### config.mk
export PLATFORM = sky130hd
export DESIGN_NAME = otter_line_arbiter
export DESIGN_NICKNAME = d
export VERILOG_FILES = /design/src/rtl/otter_line_arb_pkg.sv /design/src/rtl/otter_line_arbiter_rr_arb2.sv /design/src/rtl/otter_line_arbiter.sv
export SDC_FILE = /design/constraint.sdc
export NUM_CORES = 1
export LEC_CHECK = 0
export ABC_CLOCK_PERIOD_IN_PS = 10400
export BUFFER_PORTS_ARGS = -buffer_cell sky130_fd_sc_hd__buf_2
export CAP_MARGIN = 20
export CORE_AREA = 2 2 288 290
export DETAILED_ROUTE_END_ITERATION = 8
export DIE_AREA = 0 0 290 292
export HOLD_SLACK_MARGIN = 0.02
export PLACE_DENSITY = 0.44
export SYNTH_ARGS = -nofsm -noshare
export SYNTH_HDL_FRONTEND = slang
export SYNTH_SLANG_ARGS = --single-unit
### constraint.sdc
create_clock -name MEM_CLK -period 10.4 [get_ports MEM_CLK]
set_input_delay 1.04 -clock MEM_CLK [delete_from_list [all_inputs] [get_ports MEM_CLK]]
set_output_delay 1.04 -clock MEM_CLK [all_outputs]
set_load 0.05 [all_outputs]
### src/rtl/otter_line_arb_pkg.sv
// Shared types and constants for the OTTER cache-line port arbiter.
// Optional performance counters are enabled with OTTER_LINE_ARB_PERF_EN.
package otter_line_arb_pkg;

  typedef enum logic [1:0] {
    IDLE   = 2'd0,
    ACCESS = 2'd1,
    WAIT   = 2'd2,
    DONE   = 2'd3
  } arb_state_t;

  typedef enum logic {
    GNT_IC = 1'b0,
    GNT_DC = 1'b1
  } grant_t;

  localparam int LINE_OFFSET_BITS = 4;
  localparam logic [31:0] IO_BASE = 32'h1100_0000;

  // Counters stick at all-ones instead of wrapping.
  function automatic logic [31:0] sat_inc(input logic [31:0] value, input logic en);
    logic [31:0] result;
    if (en && (value != 32'hFFFF_FFFF)) begin
      result = value + 32'd1;
    end else begin
      result = value;
    end
    return result;
  endfunction

endpackage

### src/rtl/otter_line_arbiter_rr_arb2.sv
// Combinational two-way round-robin pick between the IC and DC requesters.
module otter_rr_arb2
  import otter_line_arb_pkg::*;
(
  input  logic   req_ic,
  input  logic   req_dc,
  input  grant_t last_grant,
  output grant_t grant,
  output logic   valid
);

  // On a tie the requester that did not win last time goes first.
  always_comb begin
    grant = GNT_IC;
    valid = 1'b0;
    if (req_ic && req_dc) begin
      valid = 1'b1;
      grant = (last_grant == GNT_DC) ? GNT_IC : GNT_DC;
    end else if (req_ic) begin
      valid = 1'b1;
      grant = GNT_IC;
    end else if (req_dc) begin
      valid = 1'b1;
      grant = GNT_DC;
    end else begin
      valid = 1'b0;
      grant = GNT_IC;
    end
  end

endmodule

### src/rtl/otter_line_arbiter.sv
// Shares one 128-bit memory line port between the I-cache and D-cache refill paths.
// Define OTTER_LINE_ARB_PERF_EN to add grant and stall counters.
module otter_line_arbiter
  import otter_line_arb_pkg::*;
#(
  parameter int MEM_LAT = 1,
  parameter int ADDR_W  = 32,
  parameter int LINE_W  = 128
) (
  input  logic              MEM_CLK,
  input  logic              MEM_RST,
  input  logic              IC_REQ,
  input  logic [ADDR_W-1:0] IC_ADDR,
  output logic              IC_ACK,
  output logic [LINE_W-1:0] IC_DATA,
  input  logic              DC_REQ,
  input  logic              DC_WE,
  input  logic [ADDR_W-1:0] DC_ADDR,
  input  logic [LINE_W-1:0] DC_WDATA,
  output logic              DC_ACK,
  output logic [LINE_W-1:0] DC_RDATA,
  output logic [ADDR_W-1:0] M_ADDR,
  output logic              M_READ,
  output logic              M_WRITE,
  output logic [LINE_W-1:0] M_DIN,
  input  logic [LINE_W-1:0] M_DOUT,
  output logic              BUSY
`ifdef OTTER_LINE_ARB_PERF_EN
  ,
  output logic [31:0]       PERF_IC_GRANTS,
  output logic [31:0]       PERF_DC_GRANTS,
  output logic [31:0]       PERF_STALL
`endif
);

  localparam bit LAT_ZERO = (MEM_LAT == 32'sd0);
  localparam logic [2:0] LAT_LOAD = (MEM_LAT > 32'sd0) ? 3'(MEM_LAT - 32'sd1) : 3'd0;
  localparam logic [ADDR_W-1:0] LINE_MASK = ~ADDR_W'((32'd1 << LINE_OFFSET_BITS) - 32'd1);

  arb_state_t        state_r;
  arb_state_t        next_state_s;
  grant_t            grant_r;
  grant_t            last_grant_r;
  grant_t            pick_s;
  logic              pick_valid_s;
  logic              we_r;
  logic [2:0]        cnt_r;
  logic [LINE_W-1:0] line_r;
  logic              start_we_s;
  logic [ADDR_W-1:0] start_addr_s;

  logic [ADDR_W-1:0] m_addr_r;
  logic              m_read_r;
  logic              m_write_r;
  logic [LINE_W-1:0] m_din_r;
  logic              ic_ack_r;
  logic              dc_ack_r;
  logic              busy_r;

  otter_rr_arb2 u_rr (
    .req_ic     (IC_REQ),
    .req_dc     (DC_REQ),
    .last_grant (last_grant_r),
    .grant      (pick_s),
    .valid      (pick_valid_s)
  );

  // Attributes of the request being granted this cycle (only used in IDLE).
  always_comb begin
    start_we_s   = 1'b0;
    start_addr_s = IC_ADDR;
    if (pick_s == GNT_DC) begin
      start_we_s   = DC_WE;
      start_addr_s = DC_ADDR;
    end else begin
      start_we_s   = 1'b0;
      start_addr_s = IC_ADDR;
    end
  end

  // Next-state logic: writes skip WAIT, reads wait out the memory latency.
  always_comb begin
    next_state_s = state_r;
    case (state_r)
      IDLE: begin
        if (pick_valid_s) next_state_s = ACCESS;
        else              next_state_s = IDLE;
      end
      ACCESS: begin
        if (we_r || LAT_ZERO) next_state_s = DONE;
        else                  next_state_s = WAIT;
      end
      WAIT: begin
        if (cnt_r == 3'd0) next_state_s = DONE;
        else               next_state_s = WAIT;
      end
      DONE:    next_state_s = IDLE;
      default: next_state_s = IDLE;
    endcase
  end

  // State, grant bookkeeping, latency counter and read-line capture.
  always_ff @(posedge MEM_CLK or posedge MEM_RST) begin
    if (MEM_RST) begin
      state_r      <= IDLE;
      grant_r      <= GNT_IC;
      last_grant_r <= GNT_DC;
      we_r         <= 1'b0;
      cnt_r        <= 3'd0;
      line_r       <= '0;
    end else begin
      state_r <= next_state_s;
      case (state_r)
        IDLE: begin
          if (pick_valid_s) begin
            grant_r      <= pick_s;
            last_grant_r <= pick_s;
            we_r         <= start_we_s;
          end
        end
        ACCESS: begin
          if (!we_r) begin
            if (LAT_ZERO) line_r <= M_DOUT;
            else          cnt_r  <= LAT_LOAD;
          end
        end
        WAIT: begin
          if (cnt_r == 3'd0) line_r <= M_DOUT;
          else               cnt_r  <= cnt_r - 3'd1;
        end
        default: begin
          cnt_r <= cnt_r;
        end
      endcase
    end
  end

  // Outputs are registered and decoded from the state being entered.
  always_ff @(posedge MEM_CLK or posedge MEM_RST) begin
    if (MEM_RST) begin
      m_addr_r  <= '0;
      m_read_r  <= 1'b0;
      m_write_r <= 1'b0;
      m_din_r   <= '0;
      ic_ack_r  <= 1'b0;
      dc_ack_r  <= 1'b0;
      busy_r    <= 1'b0;
    end else begin
      m_read_r  <= ((next_state_s == ACCESS) && !start_we_s) || (next_state_s == WAIT);
      m_write_r <= (next_state_s == ACCESS) && start_we_s;
      m_din_r   <= ((next_state_s == ACCESS) && start_we_s) ? DC_WDATA : '0;
      if (next_state_s == ACCESS) m_addr_r <= start_addr_s & LINE_MASK;
      else                        m_addr_r <= m_addr_r;
      ic_ack_r  <= (next_state_s == DONE) && (grant_r == GNT_IC);
      dc_ack_r  <= (next_state_s == DONE) && (grant_r == GNT_DC);
      busy_r    <= (next_state_s != IDLE);
    end
  end

  assign M_ADDR   = m_addr_r;
  assign M_READ   = m_read_r;
  assign M_WRITE  = m_write_r;
  assign M_DIN    = m_din_r;
  assign IC_ACK   = ic_ack_r;
  assign DC_ACK   = dc_ack_r;
  assign IC_DATA  = line_r;
  assign DC_RDATA = line_r;
  assign BUSY     = busy_r;

`ifdef OTTER_LINE_ARB_PERF_EN
  logic [31:0] perf_ic_r;
  logic [31:0] perf_dc_r;
  logic [31:0] perf_stall_r;
  logic        ic_gnt_evt_s;
  logic        dc_gnt_evt_s;
  logic        stall_evt_s;

  // A requester stalls whenever its REQ is up and it is not being acknowledged.
  always_comb begin
    ic_gnt_evt_s = (state_r == IDLE) && pick_valid_s && (pick_s == GNT_IC);
    dc_gnt_evt_s = (state_r == IDLE) && pick_valid_s && (pick_s == GNT_DC);
    stall_evt_s  = (IC_REQ && !((state_r == DONE) && (grant_r == GNT_IC))) ||
                   (DC_REQ && !((state_r == DONE) && (grant_r == GNT_DC)));
  end

  // Saturating performance counters.
  always_ff @(posedge MEM_CLK or posedge MEM_RST) begin
    if (MEM_RST) begin
      perf_ic_r    <= 32'd0;
      perf_dc_r    <= 32'd0;
      perf_stall_r <= 32'd0;
    end else begin
      perf_ic_r    <= sat_inc(perf_ic_r, ic_gnt_evt_s);
      perf_dc_r    <= sat_inc(perf_dc_r, dc_gnt_evt_s);
      perf_stall_r <= sat_inc(perf_stall_r, stall_evt_s);
    end
  end

  assign PERF_IC_GRANTS = perf_ic_r;
  assign PERF_DC_GRANTS = perf_dc_r;
  assign PERF_STALL     = perf_stall_r;
`endif

endmodule
==> report_table.html <==
<table>
<tr><th>Metric</th><th>Value</th></tr>
<tr><th colspan="2">Flow run</th></tr>
<tr><td>Maxcap violations</td><td>0</td></tr>
<tr><th colspan="2">Clock network</th></tr>
<tr><td>Sink count of the clock tree</td><td>297</td></tr>
<tr><td>Max clock buf depth</td><td>3</td></tr>
<tr><td>Insertion delay to the later sink of the worst-skew pair</td><td>around 0.55 ns</td></tr>
<tr><td>Clock transition time at the flip-flop clock pins of the worst setup and hold paths</td><td>around 0.05 ns</td></tr>
<tr><td># H-tree levels</td><td>2</td></tr>
<tr><td>Root buffer cell</td><td>clkbuf_16</td></tr>
<tr><td>Hold buffer count at CTS</td><td>0</td></tr>
<tr><td>Post-CTS setup repair buffer count</td><td>0</td></tr>
<tr><td>Total CTS buffers</td><td>38</td></tr>
<tr><td>Cells resized by post-CTS repair</td><td>0</td></tr>
<tr><td>CTS tree</td><td>built</td></tr>
<tr><th colspan="2">Setup path</th></tr>
<tr><td>Category of the critical setup timing path</td><td>reg -&gt; reg</td></tr>
<tr><td>Critical Path, Cell by Cell</td><td>inv_1 &gt; ha_1 &gt; ha_1 &gt; a22oi_1 &gt; o22a_4 &gt; buf_4 &gt; buf_4 &gt; nor3b_1</td></tr>
<tr><td>Maximum fanout along the worst path</td><td>approximately 80</td></tr>
<tr><td>Arrival time of data at the critical path endpoint</td><td>3.84 ns</td></tr>
<tr><td>Required time at the endpoint of the critical path</td><td>10.78 ns</td></tr>
<tr><td>Number of buffer and inverter instances along the worst setup path</td><td>3</td></tr>
<tr><td>Endpoint class of the critical path</td><td>flip-flop</td></tr>
<tr><td>Type of origin of the critical path</td><td>flip-flop</td></tr>
<tr><td>Slowest cell on the critical path</td><td>buf_4</td></tr>
<tr><td>Reg-to-reg slack, setup</td><td>~6.9 ns</td></tr>
<tr><td>Cell depth of the worst setup path</td><td>8</td></tr>
<tr><td>Worst Reg2Reg Path Length in Cells</td><td>8</td></tr>
<tr><td>Maximum single-stage delay on the critical path</td><td>around 0.74 ns</td></tr>
<tr><td>Worst path top cell family by delay</td><td>buffers and inverters</td></tr>
<tr><th colspan="2">Finish</th></tr>
<tr><td>Share of cells above drive strength 1</td><td>between 60 and 70%</td></tr>
<tr><td>Final core utilization</td><td>21.03%</td></tr>
<tr><td>Non-Filler Cell Area, Final</td><td>17150 µm²</td></tr>
<tr><td>Count of filler cells inserted in the layout</td><td>8821</td></tr>
<tr><td>Total number of nets in the final design</td><td>1770</td></tr>
<tr><td>Area growth from synthesis to final layout</td><td>42.95%</td></tr>
<tr><th colspan="2">Routing</th></tr>
<tr><td>Post-Route WL</td><td>around 45000 µm</td></tr>
<tr><td>Routed Antenna Nets</td><td>0</td></tr>
<tr><td>WL per Instance</td><td>~18 µm</td></tr>
<tr><td>DR iter-0 viols</td><td>~180</td></tr>
<tr><td>Number of remaining DRC errors</td><td>0</td></tr>
<tr><td>Iteration count of the initial detailed-routing pass</td><td>4</td></tr>
<tr><td>Total via count in the routed design</td><td>8927</td></tr>
<tr><td>Via density per instance</td><td>between 3 and 4</td></tr>
<tr><th colspan="2">Die</th></tr>
<tr><td>Die width</td><td>slightly below 300 µm</td></tr>
<tr><td>Num ports</td><td>roughly 750</td></tr>
<tr><td>Die boundary height</td><td>292 µm</td></tr>
<tr><td>Starting density of the core</td><td>between 10% and 20%</td></tr>
<tr><td>Total die area</td><td>84680 µm²</td></tr>
<tr><td>Floorplan Core Area</td><td>81580 µm²</td></tr>
<tr><td>Number of placement rows</td><td>~110</td></tr>
<tr><th colspan="2">Yosys</th></tr>
<tr><td>Synth Register Bits</td><td>around 300</td></tr>
<tr><td>Sequential cell area fraction in the yosys report</td><td>around three fifths</td></tr>
<tr><td>Area leader, netlist</td><td>dfrtp_1</td></tr>
<tr><td>Cell types with the largest area share after synthesis</td><td>dfrtp_1 (62%), mux2_2 (17%), buf_4 (8.3%), nor3b_1 (8.0%), buf_2 (1.2%)</td></tr>
<tr><td>Per-instance average area after synthesis</td><td>~14 µm²</td></tr>
<tr><td>Cell count after synthesis</td><td>around 840</td></tr>
<tr><td>Most frequently used flop master after synthesis</td><td>dfrtp_1</td></tr>
<tr><td>Synth warn</td><td>0</td></tr>
<tr><td>Simple-gate share of the synthesized area</td><td>between 8 and 9%</td></tr>
<tr><td>Area share of the leading cell type in the synthesized netlist</td><td>between 60% and 70%</td></tr>
<tr><td>Synthesized-area fraction occupied by adder cells</td><td>less than 1%</td></tr>
<tr><td>Fraction of synthesized cell area in xor and xnor cells</td><td>0%</td></tr>
<tr><td>Top post-synthesis cells by count</td><td>dfrtp_1 (296), mux2_2 (184), buf_4 (133)</td></tr>
<tr><td>Post-synthesis instance area</td><td>around 12000 µm²</td></tr>
<tr><td>Most numerous cell in the Yosys netlist</td><td>dfrtp_1</td></tr>
<tr><td>Number of synthesized flops with an enable pin</td><td>0</td></tr>
<tr><td>Fraction of synthesis flops using an asynchronous set or reset pin</td><td>between 90% and 100%</td></tr>
<tr><td>Count of unique library cells instantiated by Yosys</td><td>28</td></tr>
<tr><td>Main combinational cell family by area after synthesis</td><td>multiplexers</td></tr>
<tr><td>Multiplexer area fraction after synthesis</td><td>around 17%</td></tr>
<tr><td>Complex-gate fraction of the synthesized area</td><td>1.063%</td></tr>
<tr><th colspan="2">GRT</th></tr>
<tr><td>Antenna violations before repair</td><td>25</td></tr>
<tr><td>Wire length of the first global-routing pass</td><td>approximately 64000 µm</td></tr>
<tr><td>Global-route usage over all layers</td><td>about a tenth</td></tr>
<tr><td>Maximum number of pins on one net before global-route repair</td><td>82</td></tr>
<tr><td>Congestion Overflow GR</td><td>0</td></tr>
<tr><td>Via count of the first global-routing pass</td><td>around 9.4k</td></tr>
<tr><th colspan="2">Placed design</th></tr>
<tr><td>Port Buf Inserts</td><td>733</td></tr>
<tr><td>HPWL after DPL</td><td>between 30000 and 40000 µm</td></tr>
<tr><td>Routability cong.</td><td>about 0.8</td></tr>
<tr><td>Area after detailed placement</td><td>between 15000 and 20000 µm²</td></tr>
<tr><td>Worst-case setup slack after placement</td><td>6.287 ns</td></tr>
<tr><th colspan="2">Run status</th></tr>
<tr><td>Result of the run</td><td>finished, final reports clean</td></tr>
<tr><th colspan="2">STA</th></tr>
<tr><td>Pins Over Slew Limit</td><td>0</td></tr>
<tr><td>Number of endpoints with negative hold slack in the final report</td><td>0</td></tr>
<tr><td>Slew at the pin closest to its max-slew limit</td><td>1.314 ns</td></tr>
<tr><td>Final worst-path cycle share</td><td>between 30% and 40%</td></tr>
<tr><td>Max frequency</td><td>a little under 300 MHz</td></tr>
<tr><td>Setup repair after global routing missed its margin</td><td>false</td></tr>
<tr><td>Final critical path time including I/O delays and setup</td><td>about 3.5 ns</td></tr>
<tr><td>Setup TNS</td><td>0 ns</td></tr>
<tr><td>Worst setup skew after layout</td><td>0.02257 ns</td></tr>
<tr><td>Max_slew headroom</td><td>12.19%</td></tr>
<tr><td>Worst Slack Setup Final</td><td>just under 7 ns</td></tr>
<tr><td>Number of failing setup endpoints in the final timing report</td><td>0</td></tr>
<tr><th colspan="2">Min path</th></tr>
<tr><td>Path type of the worst min-delay path</td><td>reg -&gt; reg</td></tr>
<tr><td>Instance count along the most critical hold path</td><td>1</td></tr>
</table>
## cell families after synthesis
group                      Yosys count
buffers and inverters              188
adders and majority gates            5
other                                1
and+or+nand+nor                    141
muxes                              185
AOI/OAI and AO/OA                   18
DFF                                297
## cells in the final DEF, fill, tap and decap left out, types with 2 or more instances in the layout
cell | netlist | layout
buf_2 | 28 | 733
nor3b_1 | 128 | 128
conb_1 | 1 | 4
clkbuf_16 | 0 | 38
mux2_2 | 184 | 184
a21oi_1 | 2 | 2
buf_4 | 133 | 8
bufinv_16 | 0 | 3
ha_1 | 5 | 5
clkinv_2 | 0 | 3
nand2_4 | 0 | 2
dfrtp_1 | 296 | 296
a22o_1 | 4 | 4
clkinv_4 | 0 | 2
clkbuf_1 | 14 | 7
clkbuf_8 | 0 | 7
nand2_1 | 9 | 7
inv_1 | 8 | 7
inv_6 | 0 | 3
o21ai_0 | 5 | 5
## sequential cells by signal, summed over array words and instances (netlist names), 2 cells and up
register	cells
DC_RDATA	128
M_DIN	128
M_ADDR	28
cnt_r	3
state_r	2
## final timing paths
kind,start,to
worst min register to register,grant_r,IC_ACK
worst min-delay path,grant_r,IC_ACK
worst max register to register,cnt_r[0],M_DIN[66]
worst max-delay path,cnt_r[0],M_DIN[66]
max in group asynchronous,MEM_RST,M_DIN[37]
min in group asynchronous,MEM_RST,DC_RDATA[46]
## layer usage
metal  track usage [%]  routed length [µm]  up-vias
met5                 0                  34        -
met4             3.773                1675        6
met3             3.433                3671      110
met2             18.64               23230      490
met1             10.86               16430     4388
li1                  -                   -     3933
## metrics by stage
stage | hold WS (ns) | instances
finish | 0.4819 | 2536
global route | 0.5026 | 2535
CTS | 0.4703 | 2534
detailed placement | 0.4627 | 2469
global placement | 0.4537 | 2469
floorplan | 0.4234 | 838
## cell type report
| cell class | instances | area, µm² | area share [%] |
|---|---|---|---|
| Multi-Input combinational cell | 353 | 3339 | 19.47 |
| Sequential cell | 297 | 7433 | 43.33 |
| Inverter | 8 | 37.54 | 0.2188 |
| Tap cell | 1070 | 1339 | 7.804 |
| Clock inverter | 13 | 172.7 | 1.007 |
| Antenna cell | 1 | 2.502 | 0.01459 |
| Timing Repair Buffer | 742 | 3756 | 21.90 |
| Clock buffer | 52 | 1074 | 6.258 |
Power is left out: the tool's default activity adds up to more than one toggle a clock period on the data nets, which glitch-free logic cannot reach.
